==> src/rtl/vram_pixel_streamer_pkg.sv <==
// Shared display geometry and streamer state encoding.
// Keeps the VRAM writer FSM and the read-side streamer in agreement.
package vram_pixel_streamer_pkg;

  typedef logic [15:0] ILI9341_color_t;

  localparam int DISPLAY_WIDTH  = 240;
  localparam int DISPLAY_HEIGHT = 320;
  localparam int VRAM_L = DISPLAY_WIDTH * DISPLAY_HEIGHT;

  typedef enum logic [1:0] {
    IDLE,
    STREAM,
    DRAIN,
    DONE
  } streamer_state_t;

endpackage

==> src/rtl/vram_pixel_streamer_fifo2.sv <==
// Two-entry synchronous FIFO holding {last, first, pixel}.
// Head is a register read, so data and tags are stable while stalled.
module pixel_fifo2 #(
  parameter int W = 18
) (
  input  logic         clk,
  input  logic         rst,
  input  logic         push_i,
  input  logic         pop_i,
  input  logic [W-1:0] data_i,
  output logic [W-1:0] head_o,
  output logic         full_o,
  output logic         empty_o
);

  logic [W-1:0] mem_q [2];
  logic         wr_q;
  logic         rd_q;
  logic [1:0]   cnt_q;
  logic [1:0]   cnt_d;

  always_comb begin
    cnt_d = cnt_q;
    unique case ({push_i, pop_i})
      2'b10:   cnt_d = cnt_q + 2'd1;
      2'b01:   cnt_d = cnt_q - 2'd1;
      default: cnt_d = cnt_q;
    endcase
  end

  always_ff @(posedge clk) begin
    if (rst) begin
      mem_q[0] <= '0;
      mem_q[1] <= '0;
      wr_q     <= 1'b0;
      rd_q     <= 1'b0;
      cnt_q    <= 2'd0;
    end else begin
      if (push_i) begin
        mem_q[wr_q] <= data_i;
        wr_q        <= !wr_q;
      end
      if (pop_i) begin
        rd_q <= !rd_q;
      end
      cnt_q <= cnt_d;
    end
  end

  assign head_o  = mem_q[rd_q];
  assign full_o  = (cnt_q == 2'd2);
  assign empty_o = (cnt_q == 2'd0);

endmodule

==> src/rtl/vram_pixel_streamer.sv <==
// Raster-order VRAM reader producing a framed valid/ready pixel stream.
// Read credits keep occupancy plus in-flight reads within the 2-entry FIFO.
module vram_pixel_streamer #(
  parameter int DISPLAY_WIDTH  = vram_pixel_streamer_pkg::DISPLAY_WIDTH,
  parameter int DISPLAY_HEIGHT = vram_pixel_streamer_pkg::DISPLAY_HEIGHT,
  parameter int VRAM_W =
    $bits(vram_pixel_streamer_pkg::ILI9341_color_t),
  parameter bit AUTO_RESTART   = 1'b0,
  localparam int VRAM_L = DISPLAY_WIDTH * DISPLAY_HEIGHT,
  localparam int AW     = $clog2(VRAM_L)
) (
  input  logic              clk,
  input  logic              rst,
  input  logic              ena,
  input  logic              start,
  output logic [AW-1:0]     vram_rd_addr,
  input  logic [VRAM_W-1:0] vram_rd_data,
  output logic [VRAM_W-1:0] pixel_data,
  output logic              pixel_valid,
  input  logic              pixel_ready,
  output logic              pixel_first,
  output logic              pixel_last,
  output logic              busy,
  output logic              frame_done
);

  import vram_pixel_streamer_pkg::*;

  localparam logic [AW-1:0] LAST_ADDR = AW'(VRAM_L - 1);

  streamer_state_t state_q, state_d;

  logic [AW-1:0]     cnt_q, cnt_d;
  logic              inflight_q;
  logic              tag_first_q;
  logic              tag_last_q;
  logic              busy_q, busy_d;
  logic              done_q;
  logic              fifo_push;
  logic              fifo_pop;
  logic              fifo_full;
  logic              fifo_empty;
  logic              room;
  logic              issue;
  logic [VRAM_W+1:0] fifo_din;
  logic [VRAM_W+1:0] fifo_head;

  assign fifo_pop  = pixel_valid & pixel_ready;
  assign fifo_push = inflight_q;
  assign fifo_din  = {tag_last_q, tag_first_q, vram_rd_data};

  // occupancy + inflight - pop < 2, decoded from full/empty
  assign room = fifo_empty
              | (!fifo_full & (!inflight_q | fifo_pop))
              | (fifo_full & !inflight_q & fifo_pop);

  assign issue = (state_q == STREAM) & ena & room;

  always_comb begin
    state_d = state_q;
    cnt_d   = cnt_q;
    unique case (state_q)
      IDLE: begin
        if (start) begin
          state_d = STREAM;
          cnt_d   = '0;
        end
      end
      STREAM: begin
        if (issue) begin
          if (cnt_q == LAST_ADDR) begin
            state_d = DRAIN;
          end else begin
            cnt_d = cnt_q + AW'(1);
          end
        end
      end
      DRAIN: begin
        if (fifo_pop & fifo_head[VRAM_W+1]) begin
          state_d = DONE;
        end
      end
      DONE: begin
        if (AUTO_RESTART) begin
          state_d = STREAM;
          cnt_d   = '0;
        end else begin
          state_d = IDLE;
        end
      end
      default: state_d = IDLE;
    endcase
  end

  // busy drops through the DONE cycle even when restarting
  assign busy_d = ((state_d == STREAM) | (state_d == DRAIN))
                & (state_q != DONE);

  always_ff @(posedge clk) begin
    if (rst) begin
      state_q     <= IDLE;
      cnt_q       <= '0;
      inflight_q  <= 1'b0;
      tag_first_q <= 1'b0;
      tag_last_q  <= 1'b0;
      busy_q      <= 1'b0;
      done_q      <= 1'b0;
    end else begin
      state_q    <= state_d;
      cnt_q      <= cnt_d;
      inflight_q <= issue;
      if (issue) begin
        tag_first_q <= (cnt_q == '0);
        tag_last_q  <= (cnt_q == LAST_ADDR);
      end
      busy_q <= busy_d;
      done_q <= (state_q == DONE);
    end
  end

  pixel_fifo2 #(
    .W (VRAM_W + 2)
  ) u_fifo (
    .clk     (clk),
    .rst     (rst),
    .push_i  (fifo_push),
    .pop_i   (fifo_pop),
    .data_i  (fifo_din),
    .head_o  (fifo_head),
    .full_o  (fifo_full),
    .empty_o (fifo_empty)
  );

  assign vram_rd_addr = cnt_q;
  assign pixel_valid  = !fifo_empty;
  assign pixel_data   = fifo_head[VRAM_W-1:0];
  assign pixel_first  = pixel_valid & fifo_head[VRAM_W];
  assign pixel_last   = pixel_valid & fifo_head[VRAM_W+1];
  assign busy         = busy_q;
  assign frame_done   = done_q;

endmodule

==> config.mk <==
export PLATFORM = sky130hd
export DESIGN_NAME = vram_pixel_streamer
export DESIGN_NICKNAME = d
export VERILOG_FILES = /design/src/rtl/vram_pixel_streamer_pkg.sv /design/src/rtl/vram_pixel_streamer_fifo2.sv /design/src/rtl/vram_pixel_streamer.sv
export SDC_FILE = /design/constraint.sdc
export NUM_CORES = 1
export LEC_CHECK = 0
export ABC_AREA = 1
export ABC_CLOCK_PERIOD_IN_PS = 2300
export BUFFER_PORTS_ARGS = -buffer_cell sky130_fd_sc_hd__clkbuf_2
export CORE_MARGIN = 2
export CORE_UTILIZATION = 53
export DETAILED_ROUTE_END_ITERATION = 16
export PLACE_DENSITY_LB_ADDON = 0.2
export SYNTH_ARGS = -nofsm -noshare
export SYNTH_HDL_FRONTEND = slang
export SYNTH_SLANG_ARGS = --single-unit
==> constraint.sdc <==
create_clock -name clk -period 2.3 [get_ports clk]
set_input_delay 0.115 -clock clk [delete_from_list [all_inputs] [get_ports clk]]
set_output_delay 0.115 -clock clk [all_outputs]
set_load 0.05 [all_outputs]
### After elaboration in Yosys (flattened, before gate mapping)

Memory sizes are Yosys's and may differ from the RTL's. A register that Yosys moved wholly into a read port is not among the register bits.
Index checks and enable logic that the tools add are counted.

* bits in registers: 28
* bits in writable memories: 36
* input bits: 21
* output and inout bits: 38
* logic and storage cells: 73
* memories kept: 1

* $add $sub $neg: 3
* equality and inequality tests: 13
* mux-type cells: 20
* bitwise operators: 14
* reductions and logical operators: 12

Memory list
* u_fifo.mem_q: depth 2, width 18, read ports 1, clocked after memory_dff 1, write ports 2, line vram_pixel_streamer_fifo2.sv:16 `logic [W-1:0] mem_q [2];`

Operators by type and width (count)
* 17-bit two-way mux: 3
* 17-bit one-hot mux with 2 select lines: 1
* 18-bit two-way mux: 1
* 18-bit OR reduction: 1
* 17-bit by 1-bit adder with 17-bit output, second input constant: 1
* 17-bit equality test, second input constant: 1
* 17-bit zero test: 1
* 1-bit bitwise AND: 10
* 2-bit equality test, second input constant: 5
* 1-bit two-way mux: 9
* 2-bit two-way mux: 4
* 2-bit != test, second input constant: 4
* 2-bit one-hot mux with 4 select lines: 1
* 2-bit by 1-bit equality test with 1-bit output, second input constant: 3
* 1-bit zero test: 5
* 2-bit zero test: 2
* 1-bit OR: 4
* 2-bit one-hot mux with 2 select lines: 1
* 4-bit AND reduction: 1
* 2-bit nonzero test: 2
* 2-bit by 1-bit adder with 2-bit output, second input constant: 1
* 2-bit by 1-bit subtractor with 2-bit output, second input constant: 1

### Longest topological paths before layout

Gate-level depths: netlist of run 1.

* depth in word-level cells: 13
* depth in mapped cells: 14
* depth with buffers taken out: 14

### By module

From an unflattened synthesis of run 1, not the netlist that was laid out.

* cells, all modules: 362
* area total of the unflattened synthesis: 3273.1 sq um

By module, submodules not included
* pixel_fifo2: times used 1, cells each 148, area an instance 1845.5 sq um, seq. area each 1181.1 sq um
* vram_pixel_streamer: times used 1, cells each 214, area an instance 1427.6 sq um, seq. area each 480.5 sq um

### Worst setup path before layout of run 1

Ideal clock, no wire load.

* kind: register -> register
* start: reg cnt_q[1] (netlist: vram_rd_addr[1])
* end: reg cnt_q[10] (netlist: vram_rd_addr[10])
* arrival time: 1953 ps
* required time: 2229 ps
* slack: 276 ps
* cell stages (with the launch flop): 11
* path buffers: 1
* period minus slack after synthesis: 2024 ps
* cell sequence: dfxtp_1 > ha_1 > nand2_1 > nor2_1 > nand2_1 > inv_1 > nand3_2 > nand3_2 > buf_6 > nand2_1 > a21oi_1

* cells in the longest elaborated chain, start to end: 4
* elaborated cells on any way between the ends: 7
* those cells by class: add/sub: 1; eq/ne: 2; mux: 3; reduce/logical: 1

Ends and longest elaborated chain
* from (decl): line vram_pixel_streamer.sv:33 `logic [AW-1:0] cnt_q, cnt_d;`
* from (signal assigned): line vram_pixel_streamer.sv:110 `cnt_q <= cnt_d;`
* 17-bit by 1-bit adder with 17-bit output: line vram_pixel_streamer.sv:74 `cnt_d = cnt_q + AW'(1);`
* 17-bit two-way mux: line vram_pixel_streamer.sv:71 `if (cnt_q == LAST_ADDR) begin`
* 17-bit two-way mux: line vram_pixel_streamer.sv:70 `if (issue) begin`
* 17-bit one-hot mux with 2 select lines: line vram_pixel_streamer.sv:62 `unique case (state_q)`

Parallel ways exist; a longest one is shown, timed or not. The select of a mux whose other input is x is not followed.
A chain may end at the register's enable or synchronous reset.

### Worst setup path in the final report of run 1

* start: reg u_fifo.cnt_q[0]
* end: reg cnt_q[1] (netlist: vram_rd_addr[1])

* cells in the longest elaborated chain, start to end: 10
* elaborated cells on any way between the ends: 14
* those cells by class: eq/ne: 2; bitwise: 8; reduce/logical: 4

Ends and longest elaborated chain
* from (decl): line vram_pixel_streamer_fifo2.sv:19 `logic [1:0] cnt_q;`
* from (signal assigned): line vram_pixel_streamer_fifo2.sv:46 `cnt_q <= cnt_d;`
* 2-bit zero test *: line vram_pixel_streamer_fifo2.sv:52 `assign empty_o = (cnt_q == 2'd0);`
* 1-bit zero test *: line vram_pixel_streamer.sv:135 `assign pixel_valid = !fifo_empty;`
* 1-bit bitwise AND *: line vram_pixel_streamer.sv:48 `assign fifo_pop = pixel_valid & pixel_ready;`
* named net fifo_pop: line vram_pixel_streamer.sv:40 `logic fifo_pop;`
* 1-bit OR: line vram_pixel_streamer.sv:54 `| (!fifo_full & (!inflight_q | fifo_pop))`
* 1-bit bitwise AND: line vram_pixel_streamer.sv:54
* 1-bit OR: line vram_pixel_streamer.sv:54
* 1-bit OR *: line vram_pixel_streamer.sv:55 `| (fifo_full & !inflight_q & fifo_pop);`
* 1-bit bitwise AND *: line vram_pixel_streamer.sv:57 `assign issue = (state_q == STREAM) & ena & room;`
* 2-bit != test (no source line) *
* 4-bit AND reduction (no source line) *

The timed path passes the listed nets; every way through them passes the cells marked *.

==> results of run 1 <==
cell type report:
| class | instances | area (sq um) |
|---|---|---|
| clock buffers | 9 | 123.9 |
| clock inverters | 7 | 70.07 |
| fillers | 511 | 2064 |
| inverters | 56 | 210.2 |
| multi-input cells | 293 | 1316 |
| flip-flops and latches | 65 | 1662 |
| well taps | 75 | 93.84 |
| repair buffers | 68 | 380.4 |
flip-flops by register name, indices dropped and copies added (netlist names), named ones only:
register      count
vram_rd_addr     17
state_q           2
u_fifo.rd_q       1
u_fifo.mem_q     36
fifo_push         1
frame_done        1
tag_first_q       1
u_fifo.cnt_q      2
busy              1
u_fifo.wr_q       1
tag_last_q        1
power by group through the flow:
stage | clock [mW] | combinational (mW) | sequential (mW)
after floorplan | 0 | 0.291 | 1.33
after global routing | 1.02 | 0.456 | 1.29
after global placement | 0 | 0.415 | 1.31
after detailed placement | 0 | 0.418 | 1.31
after CTS | 0.980 | 0.420 | 1.29
final | 0.961 | 0.417 | 1.29
cells by family (layout without fill, tap and decap cells):
family / after synthesis / count (layout) / share of synthesized area (%)
AOI/OAI and AO/OA: 36 / 36 / 5.590
xor gates and xnor gates: 8 / 8 / 2.159
adders and majority gates: 4 / 4 / 1.542
buffers and inverters: 67 / 140 / 8.250
DFF: 65 / 65 / 51.20
and+or+nand+nor: 245 / 245 / 31.26
worst max path at each step:
stage / startpoint / to / slack, ns / depth (start not counted)
floorplan: vram_rd_addr[1] / vram_rd_addr[10] / 0.28 / 10
global placement: u_fifo.cnt_q[0] / vram_rd_addr[1] / 0.42 / 14
detailed placement: u_fifo.cnt_q[0] / vram_rd_addr[1] / 0.33 / 14
CTS: u_fifo.cnt_q[0] / vram_rd_addr[1] / 0.32 / 14
global route: u_fifo.cnt_q[0] / vram_rd_addr[11] / 0.1 / 13
finish: u_fifo.cnt_q[0] / vram_rd_addr[1] / 0.33 / 14
through the flow:
| stage | total power [mW] | instances | utilization, % |
|---|---|---|---|
| 6_report | 2.665 | 573 | 65.13 |
| 5_1_grt | 2.769 | 573 | 65.13 |
| 4_1_cts | 2.687 | 573 | 65.13 |
| 3_5_place_dp | 1.732 | 557 | 61.86 |
| 3_3_place_gp | 1.725 | 557 | 61.86 |
| 2_1_floorplan | 1.618 | 425 | - |
tightest hold or removal path, delay by kind of cell:
kind | cells | cell delay [ns]
buf+inv | 2 | 0.11
simple gates | 1 | 0.08
Yosys cell counts:
cell / n / area (sq um)
nand2_2: 3 / 18.77
clkbuf_1: 7 / 26.28
nor3_1: 2 / 10.01
nand3_2: 2 / 20.02
ha_1: 4 / 50.05
nor3b_1: 1 / 7.510
nand2_1: 128 / 480.5
inv_2: 2 / 7.510
buf_6: 2 / 22.52
nand3_1: 13 / 65.06
buf_1: 1 / 3.750
clkinv_1: 2 / 7.510
nor2_4: 3 / 33.78
buf_2: 1 / 5.000
xor2_1: 5 / 43.79
edfxtp_1: 36 / 1081
xnor2_1: 3 / 26.28
nor4_1: 2 / 12.51
nand4_1: 10 / 62.56
a31oi_1: 1 / 6.260
inv_1: 52 / 195.2
nor2_1: 81 / 304.0
dfxtp_1: 29 / 580.6
a21oi_1: 27 / 135.1
o21ai_0: 8 / 40.04
layer usage:
layer | routed length (microns) | track usage, % | share of wire, % | vias to the layer above
li1 | - | - | - | 1477
met5 | 0 | 0 | 0 | -
met4 | 77 | 9.500 | 1.1 | 0
met2 | 3757 | 41.61 | 53 | 54
met1 | 3042 | 25.04 | 43 | 1307
met3 | 272 | 4.130 | 3.8 | 9
==> results.ini, run 1 <==
[logic_synthesis]
synthesis.area_sq_um=3246
syn-num-nets=450
ys_seq_area_share_pct=51.20
syn_avg_cell_area_sq_um=7.637
synth_cell_types=25
yosysWarnings=0
synth_seq_cells=65
syn-instance-count=425

[status]
status=completed

[worst_setup_path]
cp_top_family=simple AND/OR/NAND/NOR gates
critPathBufInv=1
path_cells=nor2_1, nor2_1, inv_1, ha_1, nor2_1, nor2_1, nand2_1, nand2_2, nand2_2, nand2_2, nor2_4, nand2_1, nand2_1, nor2_1
r2r-start=u_fifo.cnt_q[0]
cpMostUsedCell=nor2_1
cp_slowest_stage_delay_ns=0.39
crit_type=reg2reg
critPathRequiredTime_ns=2.53
r2r_end=vram_rd_addr[1]
critPathLaunchType=register
critical_path.max_fanout=12
r2r_cells=14
reg2reg_setup_slack_ns=0.33
end_kind=register
critPathSlowestCell=dfxtp_1
cp.arrival_ns=2.21

[route]
drt_iter0_drc=180
ant_nets=0
first_pass_iters=4
vias=2847
finalWirelength_mm=7.150
wl_per_cell_microns=12.48
via_per_inst=4.969
drc=0

[power_and_ir_drop]
powerDensity_nw_per_um2=691.2
switching_share_pct=29.77
p_clk_share_pct=36.1
ir_worst_vdd_uv=392.8
switching_power_mw=0.7936
p_int_mw=1.872
p_seq_share_pct=48.3
leakage_nw=1.779
combPwrFrac_pct=15.6

[die]
die_h_microns=82.26
placementRows=28
fp.dieW_microns=82.26
core_sq_um=5921
io_pins=59
start_util_pct=54.82
dieArea_sq_um=6766

[timing]
fin_crit_ns=1.973
rsz0062_at_grt=no
fmax_mhz=506.8
finalSetupViolCount=0
post-route-period-util_pct=85.78
maxSlewHeadroom_pct=68.25
fin_tns_setup_ns=0
hold_ws_ns=0.07268
fin_skew_ns=0.006879
tightest_slew_ns=0.4712
slew_viol_final=0
setup_ws_ns=0.3269
hold_viol_final=0

[clocking]
cts_hold_buffers=0
ctsHtreeMaxLevel=3
clkLatencyLatePin_ns=0.35
post_cts_buffers=0
ctsResizeCount=0
clkSinkCount=65
cts_tree=yes
clockBufferDepth=2
cts-root-buf=clkbuf_8
path_clk_slew_ns=0.08
cts_inserted_buffers=9

[worst_hold_path]
min_from=vram_rd_data[11]
holdPathEnd=u_fifo.mem_q[0][11]
hp-class=in2reg
hold_path_depth=3

[grt]
grt_use_total_pct=22.48
grt_pass1_wl_mm=11.22
grt_max_degree=23
grt-ovfl-total=0
grt_pass1_vias=2514
antenna_found_initial=0

[placed_design]
dp_hpwl_mm=5.107
place_area_sq_um=3662
dpl_worst_slack_ns=0.3308
port_buffers=58
place_congestion=0.8718

[final_layout]
layout_common_cells=nand2_1, nor2_1, clkbuf_2
final_area_sq_um=3856
nNetsFinal=518
antenna_cells=0
layout_commonest_cell=nand2_1
drive_above_1_share_pct=18.88
syn2layout_area_growth_pct=18.81

[run]
cap_violations=0

(Power assumes the default switching activity.)
==> run 2, diff against run 1 <==
--- a/config.mk
+++ b/config.mk
@@ -5,7 +5,7 @@
 export SDC_FILE = /design/constraint.sdc
 export NUM_CORES = 1
 export LEC_CHECK = 0
-export ABC_AREA = 1
+export ABC_AREA = 0
 export ABC_CLOCK_PERIOD_IN_PS = 2300
 export BUFFER_PORTS_ARGS = -buffer_cell sky130_fd_sc_hd__clkbuf_2
 export CORE_MARGIN = 2
==> run 2 against run 1 <==
Non-clock buffer count down 2. Fmax decreased by 7.8%. Clock skew up 0.0028 ns. Clock power shrank 4.6%. Combinational power decreased by 15%. Worst setup slack got worse by 0.17 ns. Cell count down 27%. Critical endpoint is now vram_rd_addr[4].
==> results.ini, run 2 <==
[worst_setup_path]
critPathSlowestCell=dfxtp_2  ; was dfxtp_1
critical_path.max_fanout=7  ; was 12
r2r-start=u_fifo.cnt_q[0]  ; unchanged
r2r_end=vram_rd_addr[4]  ; was vram_rd_addr[1]
end_kind=register  ; unchanged
critPathBufInv=1  ; unchanged
critPathRequiredTime_ns=2.56  ; was 2.53 ns
crit_type=reg2reg  ; unchanged
path_cells=nor2_1, inv_2, nand2_2, ha_1, and2_1, o31a_1, nand4bb_4, or3_1, a21oi_1  ; was nor2_1, nor2_1, inv_1, ha_1, nor2_1, nor2_1, nand2_1, nand2_2, nand2_2, nand2_2, nor2_4, nand2_1, nand2_1, nor2_1
cp.arrival_ns=2.40  ; was 2.21 ns
r2r_cells=9  ; was 14
critPathLaunchType=register  ; unchanged
cp_top_family=simple AND/OR/NAND/NOR gates  ; unchanged
cp_slowest_stage_delay_ns=0.38  ; was 0.39 ns
reg2reg_setup_slack_ns=0.16  ; was 0.33 ns

[power_and_ir_drop]
powerDensity_nw_per_um2=706.8  ; was 691.2 nW/um^2
ir_worst_vdd_uv=374.8  ; was 392.8 uV
total_power_mw=2.567  ; was 2.665 mW
leakage_nw=1.446  ; was 1.779 nW

[grt]
grt_pass1_wl_mm=10.23  ; was 11.22 mm
grt-ovfl-total=0  ; unchanged
grt_use_total_pct=20.62  ; was 22.48%
grt_max_degree=22  ; was 23
antenna_found_initial=0  ; unchanged
grt_pass1_vias=2256  ; was 2514

[route]
ant_nets=0  ; unchanged
wl_per_cell_microns=14.27  ; was 12.48 microns
first_pass_iters=4  ; unchanged
drc=0  ; unchanged
via_per_inst=5.378  ; was 4.969
finalWirelength_mm=6.006  ; was 7.150 mm
vias=2264  ; was 2847
drt_iter0_drc=117  ; was 180

[timing]
slew_viol_final=0  ; unchanged
fmax_mhz=467.1  ; was 506.8 MHz
rsz0062_at_grt=no  ; unchanged
maxSlewHeadroom_pct=69.00  ; was 68.25%
fin_crit_ns=2.141  ; was 1.973 ns
hold_viol_final=0  ; unchanged
fin_skew_ns=0.009653  ; was 0.006879 ns
finalSetupViolCount=0  ; unchanged
post-route-period-util_pct=93.08  ; was 85.78%
tightest_slew_ns=0.4607  ; was 0.4712 ns
hold_ws_ns=0.06280  ; was 0.07268 ns
fin_tns_setup_ns=0  ; unchanged

[die]
io_pins=59  ; unchanged
start_util_pct=55.22  ; was 54.82%
dieArea_sq_um=6396  ; was 6766 sq um
fp.dieW_microns=79.98  ; was 82.26 microns
core_sq_um=5540  ; was 5921 sq um
die_h_microns=79.98  ; was 82.26 microns
placementRows=27  ; was 28

[final_layout]
final_area_sq_um=3631  ; was 3856 sq um
layout_commonest_cell=clkbuf_2  ; was nand2_1
largest_register_ffs=36  ; unchanged
nFillCells=455  ; was 511
layout_common_cells=clkbuf_2, and2_1, edfxtp_1  ; was nand2_1, nor2_1, clkbuf_2
utilization_pct=65.54  ; was 65.13%
top_register=u_fifo.mem_q  ; unchanged
nNetsFinal=369  ; was 518
syn2layout_area_growth_pct=18.69  ; was 18.81%
antenna_cells=0  ; unchanged
drive_above_1_share_pct=34.10  ; was 18.88%

[logic_synthesis]
syn-instance-count=279  ; was 425
syn_avg_cell_area_sq_um=10.96  ; was 7.637 sq um
synthesis.area_sq_um=3059  ; was 3246 sq um
ys_seq_area_share_pct=54.31  ; was 51.20%
yosysTopAreaCellShare_pct=35.34  ; was 33.31%
yosysWarnings=0  ; unchanged
synth_commonest_cells=and2_1, edfxtp_1, dfxtp_1  ; was nand2_1, nor2_1, inv_1
synthFlopType=edfxtp_1  ; unchanged
synth_seq_cells=65  ; unchanged
synth_edf_count=36  ; unchanged
synth_most_common_cell=and2_1  ; was nand2_1
syn-num-nets=304  ; was 450
synthArstFlopShare_pct=0  ; unchanged
synth_top_area_cell=edfxtp_1  ; unchanged
synth_cell_types=47  ; was 25
ys_top_cells_by_area=edfxtp_1, dfxtp_1, and2_1, mux2_2, nor2_1  ; was edfxtp_1, dfxtp_1, nand2_1, nor2_1, inv_1

[placed_design]
place_area_sq_um=3416  ; was 3662 sq um
port_buffers=58  ; unchanged
place_congestion=0.8990  ; was 0.8718
dp_hpwl_mm=4.210  ; was 5.107 mm

[worst_hold_path]
holdPathEnd=u_fifo.mem_q[0][1]  ; was u_fifo.mem_q[0][11]
hp-class=in2reg  ; unchanged
min_from=vram_rd_data[1]  ; was vram_rd_data[11]
hold_path_depth=2  ; was 3

[clocking]
clkLatencyLatePin_ns=0.33  ; was 0.35 ns
clockBufferDepth=2  ; unchanged
cts-root-buf=clkbuf_8  ; unchanged
cts_tree=yes  ; unchanged
ctsHtreeMaxLevel=3  ; unchanged
clkSinkCount=65  ; unchanged
cts_inserted_buffers=9  ; unchanged
cts_hold_buffers=0  ; unchanged
path_clk_slew_ns=0.07  ; was 0.08 ns

[status]
status=completed  ; unchanged

[run]
cap_violations=0  ; unchanged

-- run 2: cell count changes after synthesis, moves of 6 or more --
cell	previous run	this run
nand4_1	10	4
and2_1	0	37
xnor2_1	3	9
nand2_1	128	12
mux2_2	0	16
nor2_1	81	26
inv_1	52	10
a21oi_1	27	11
nor3_1	2	8
-- run 2: through the flow --
stage	std cells	setup slack, ns
2_1_floorplan	279	0.04900
3_3_place_gp	402	0.1827
3_5_place_dp	402	0.1096
4_1_cts	418	0.08961
5_1_grt	421	0.01972
6_report	421	0.1591
-- run 2: report_power, final --
part | total (mW) | leakage (nW) | switching, mW | internal (mW)
logic | 0.355 | 0.745 | 0.245 | 0.110
clock network | 0.917 | 0.0920 | 0.423 | 0.494
registers | 1.29 | 0.609 | 0.0269 | 1.27
-- run 2: worst max-delay path by stage --
stage,cells past startpoint,start,slack [ns],to
floorplan,10,u_fifo.cnt_q[0],0.05,vram_rd_addr[6]
global placement,9,u_fifo.cnt_q[0],0.18,vram_rd_addr[6]
detailed placement,9,u_fifo.cnt_q[0],0.11,vram_rd_addr[6]
CTS,9,u_fifo.cnt_q[0],0.09,vram_rd_addr[4]
global route,9,u_fifo.cnt_q[0],0.02,vram_rd_addr[6]
finish,9,u_fifo.cnt_q[0],0.16,vram_rd_addr[4]
-- run 2: area by class of cell --
class / instances / area (sq um) / share of cell area, %
clock buffers: 10 / 127.6 / 3.515
inverters: 12 / 46.29 / 1.275
clock inverters: 6 / 60.06 / 1.654
repair buffers: 66 / 350.3 / 9.649
well taps: 72 / 90.09 / 2.481
flip-flops and latches: 65 / 1664 / 45.83
multi-input cells: 190 / 1292 / 35.60
-- run 2: kinds of logic after synthesis --
group                      count (synthesis)  synth area share [%]
adders and majority gates                  4                 1.636
and+or+nand+nor                          124                 23.35
xor gates and xnor gates                  11                 3.150
muxes                                     20                 7.198
buffers and inverters                     24                 3.967
AOI/OAI and AO/OA                         31                 6.380
DFF                                       65                 54.32
-- run 2: per-layer routing --
layer  part of all wire (%)  vias up  wire length, microns  track usage [%]
met5                      0        -                     0                0
met4                    1.2        0                    74            7.797
met3                    4.1        8                   248            5.317
met2                     52       49                  3134            36.58
met1                     42     1086                  2548            23.72
li1                       -     1121                     -                -
-- run 2: what timing repair did --
action | 4_1_cts | 5_1_grt
resized for setup | 0 | 2
setup endpoints to repair | 0 | 8
setup buffers | 0 | 3
==> run 3, diff against run 2 <==
--- a/config.mk
+++ b/config.mk
@@ -11,7 +11,7 @@
 export CORE_MARGIN = 2
 export CORE_UTILIZATION = 53
 export DETAILED_ROUTE_END_ITERATION = 16
-export PLACE_DENSITY_LB_ADDON = 0.2
+export PLACE_DENSITY = 0.89
 export SYNTH_ARGS = -nofsm -noshare
 export SYNTH_HDL_FRONTEND = slang
 export SYNTH_SLANG_ARGS = --single-unit
==> run 3 against run 2 <==
Core utilization fell by 0.068 points. Critical path type unchanged. Routed wire length rose by 0.80%. Combinational power barely moved. Count of clock-buffer cells in the layout fell by 1. Sequential cell count did not move. Critical path depth did not move. Worst hold slack got worse by 0.0017 ns. Cell count did not move. Largest cell class unchanged. Register-to-register slack got worse by 0.05 ns. Global-route usage fell by 0.76 points. Clock skew rose by 0.0015 ns. Fmax fell by 2.1%.
==> results.ini, run 3 (same netlist as run 2, synthesis figures left out) <==
[status]
status=completed  ; unchanged

[power_and_ir_drop]
p_seq_share_pct=49.9  ; was 50.4%
ir_worst_vdd_uv=412.2  ; was 374.8 uV
combPwrFrac_pct=13.7  ; was 13.8%
p_clk_share_pct=36.4  ; was 35.7%
switching_share_pct=27.68  ; was 27.09%
powerDensity_nw_per_um2=713.6  ; was 706.8 nW/um^2
p_int_mw=1.872  ; was 1.871 mW
leakage_nw=1.443  ; was 1.446 nW
switching_power_mw=0.7165  ; was 0.6952 mW

[worst_hold_path]
hold_path_depth=2  ; unchanged
hp-class=in2reg  ; unchanged

[timing]
tightest_slew_ns=0.4642  ; was 0.4607 ns
finalSetupViolCount=0  ; unchanged
slew_viol_final=0  ; unchanged
post-route-period-util_pct=95.08  ; was 93.08%
hold_viol_final=0  ; unchanged
fin_skew_ns=0.01113  ; was 0.009653 ns
maxSlewHeadroom_pct=68.77  ; was 69.00%
fmax_mhz=457.3  ; was 467.1 MHz
fin_crit_ns=2.187  ; was 2.141 ns

[grt]
grt_pass1_wl_mm=9.763  ; was 10.23 mm
grtUsageMet1_pct=25.02  ; was 23.72%
grtUsageMet2_pct=33.25  ; was 36.58%
grt_use_total_pct=19.86  ; was 20.62%
antenna_found_initial=0  ; unchanged
met3_usage_pct=5.317  ; unchanged
grt_max_degree=22  ; unchanged
gr-max-usage-layer=met2  ; unchanged
grt-ovfl-total=0  ; unchanged
grt_pass1_vias=2135  ; was 2256

[route]
first_pass_iters=4  ; unchanged
vias=2269  ; was 2264
wl_per_cell_microns=14.38  ; was 14.27 microns
finalWirelength_mm=6.054  ; was 6.006 mm
ant_nets=0  ; unchanged
via_per_inst=5.390  ; was 5.378
drt_iter0_drc=170  ; was 117
drc=0  ; unchanged

[worst_setup_path]
critPathLaunchType=register  ; unchanged
end_kind=register  ; unchanged
crit_type=reg2reg  ; unchanged
cp.arrival_ns=2.44  ; was 2.40 ns
critical_path.max_fanout=8  ; was 7
r2r_cells=9  ; unchanged
critPathRequiredTime_ns=2.56  ; about the same

[clocking]
cts_tree=yes  ; unchanged
clkLatencyLatePin_ns=0.34  ; was 0.33 ns
clkSinkCount=65  ; unchanged
cts_inserted_buffers=9  ; unchanged
clockBufferDepth=2  ; unchanged
path_clk_slew_ns=0.08  ; was 0.07 ns
ctsHtreeMaxLevel=3  ; unchanged
ctsResizeCount=0  ; unchanged
cts_hold_buffers=0  ; unchanged
post_cts_buffers=0  ; unchanged
cts-root-buf=clkbuf_8  ; unchanged

[final_layout]
final_area_sq_um=3627  ; was 3631 sq um
multiInputGateArea_sq_um=1284  ; was 1292 sq um
layout_commonest_cell=clkbuf_2  ; unchanged
top_register=u_fifo.mem_q  ; unchanged
regArea_sq_um=1663  ; was 1664 sq um
utilization_pct=65.47  ; was 65.54%
nNetsFinal=369  ; unchanged
antenna_cells=0  ; unchanged
nFillCells=454  ; was 455
drive_above_1_share_pct=33.24  ; was 34.10%
layout_common_cells=clkbuf_2, and2_1, edfxtp_1  ; unchanged
largest_register_ffs=36  ; unchanged
syn2layout_area_growth_pct=18.57  ; was 18.69%

[die]
dieArea_sq_um=6396  ; unchanged
fp.dieW_microns=79.98  ; unchanged
io_pins=59  ; unchanged
placementRows=27  ; unchanged
die_h_microns=79.98  ; unchanged
start_util_pct=55.22  ; unchanged
core_sq_um=5540  ; unchanged

[placed_design]
place_area_sq_um=3411  ; was 3416 sq um
port_buffers=58  ; unchanged
dp_hpwl_mm=4.215  ; was 4.210 mm
place_congestion=0.8873  ; was 0.8990

[run]
cap_violations=0  ; unchanged

[run 3: area by class of cell]
| cell class | count | area share (%) |
|---|---|---|
| sequential | 65 | 45.84 |
| multi-input combinational | 190 | 35.39 |
| timing repair buffer | 66 | 9.658 |
| clock buffer | 9 | 3.415 |
| tap | 72 | 2.484 |
| clock inverter | 7 | 1.932 |
| inverter | 12 | 1.276 |
[run 3: path summary, 6_finish.rpt]
check | to | start | slack, ns
worst min register to register | tag_last_q | tag_last_q | 0.47
worst min-delay path | u_fifo.mem_q[0][8] | vram_rd_data[8] | 0.06
worst max-delay path | vram_rd_addr[7] | u_fifo.cnt_q[0] | 0.11
worst max register to register | vram_rd_addr[7] | u_fifo.cnt_q[0] | 0.11
[run 3: worst max-delay path, stage by stage (launching register included)]
cell and delay [ns]:
dfxtp_2 0.38, nor2_1 0.09, inv_2 0.07, nand2_2 0.07, ha_1 0.18, and2_1 0.18
o31a_1 0.36, nor3_4 0.37, nor2b_1 0.22, mux2i_1 0.20
[run 3: through the flow]
| stage | setup WS (ns) | TNS [ns] | hold slack [ns] | cells | total power [mW] |
|---|---|---|---|---|---|
| finish | 0.1132 | 0 | 0.06110 | 421 | 2.588 |
| global route | -0.03229 | -0.03229 | 0.05813 | 421 | 2.693 |
| CTS | 0.07624 | 0 | 0.05334 | 418 | 2.608 |
| detailed placement | 0.09647 | 0 | 0.4063 | 402 | 1.673 |
| global placement | 0.1905 | 0 | 0.4028 | 402 | 1.663 |
| floorplan | 0.04900 | 0 | 0.2915 | 279 | 1.586 |
[run 3: layer usage]
layer | part of all wire (%) | up-vias
met5 | 0 | -
met4 | 1.1 | 0
met3 | 6.7 | 8
met2 | 49 | 76
met1 | 43 | 1069
li1 | - | 1116
[run 3: power by group through the flow]
stage / Combinational, mW / Clock [mW] / Sequential, mW
2_1_floorplan: 0.271 / 0 / 1.31
3_3_place_gp: 0.349 / 0 / 1.31
3_5_place_dp: 0.355 / 0 / 1.32
4_1_cts: 0.357 / 0.960 / 1.29
5_1_grt: 0.380 / 1.02 / 1.30
6_report: 0.355 / 0.943 / 1.29
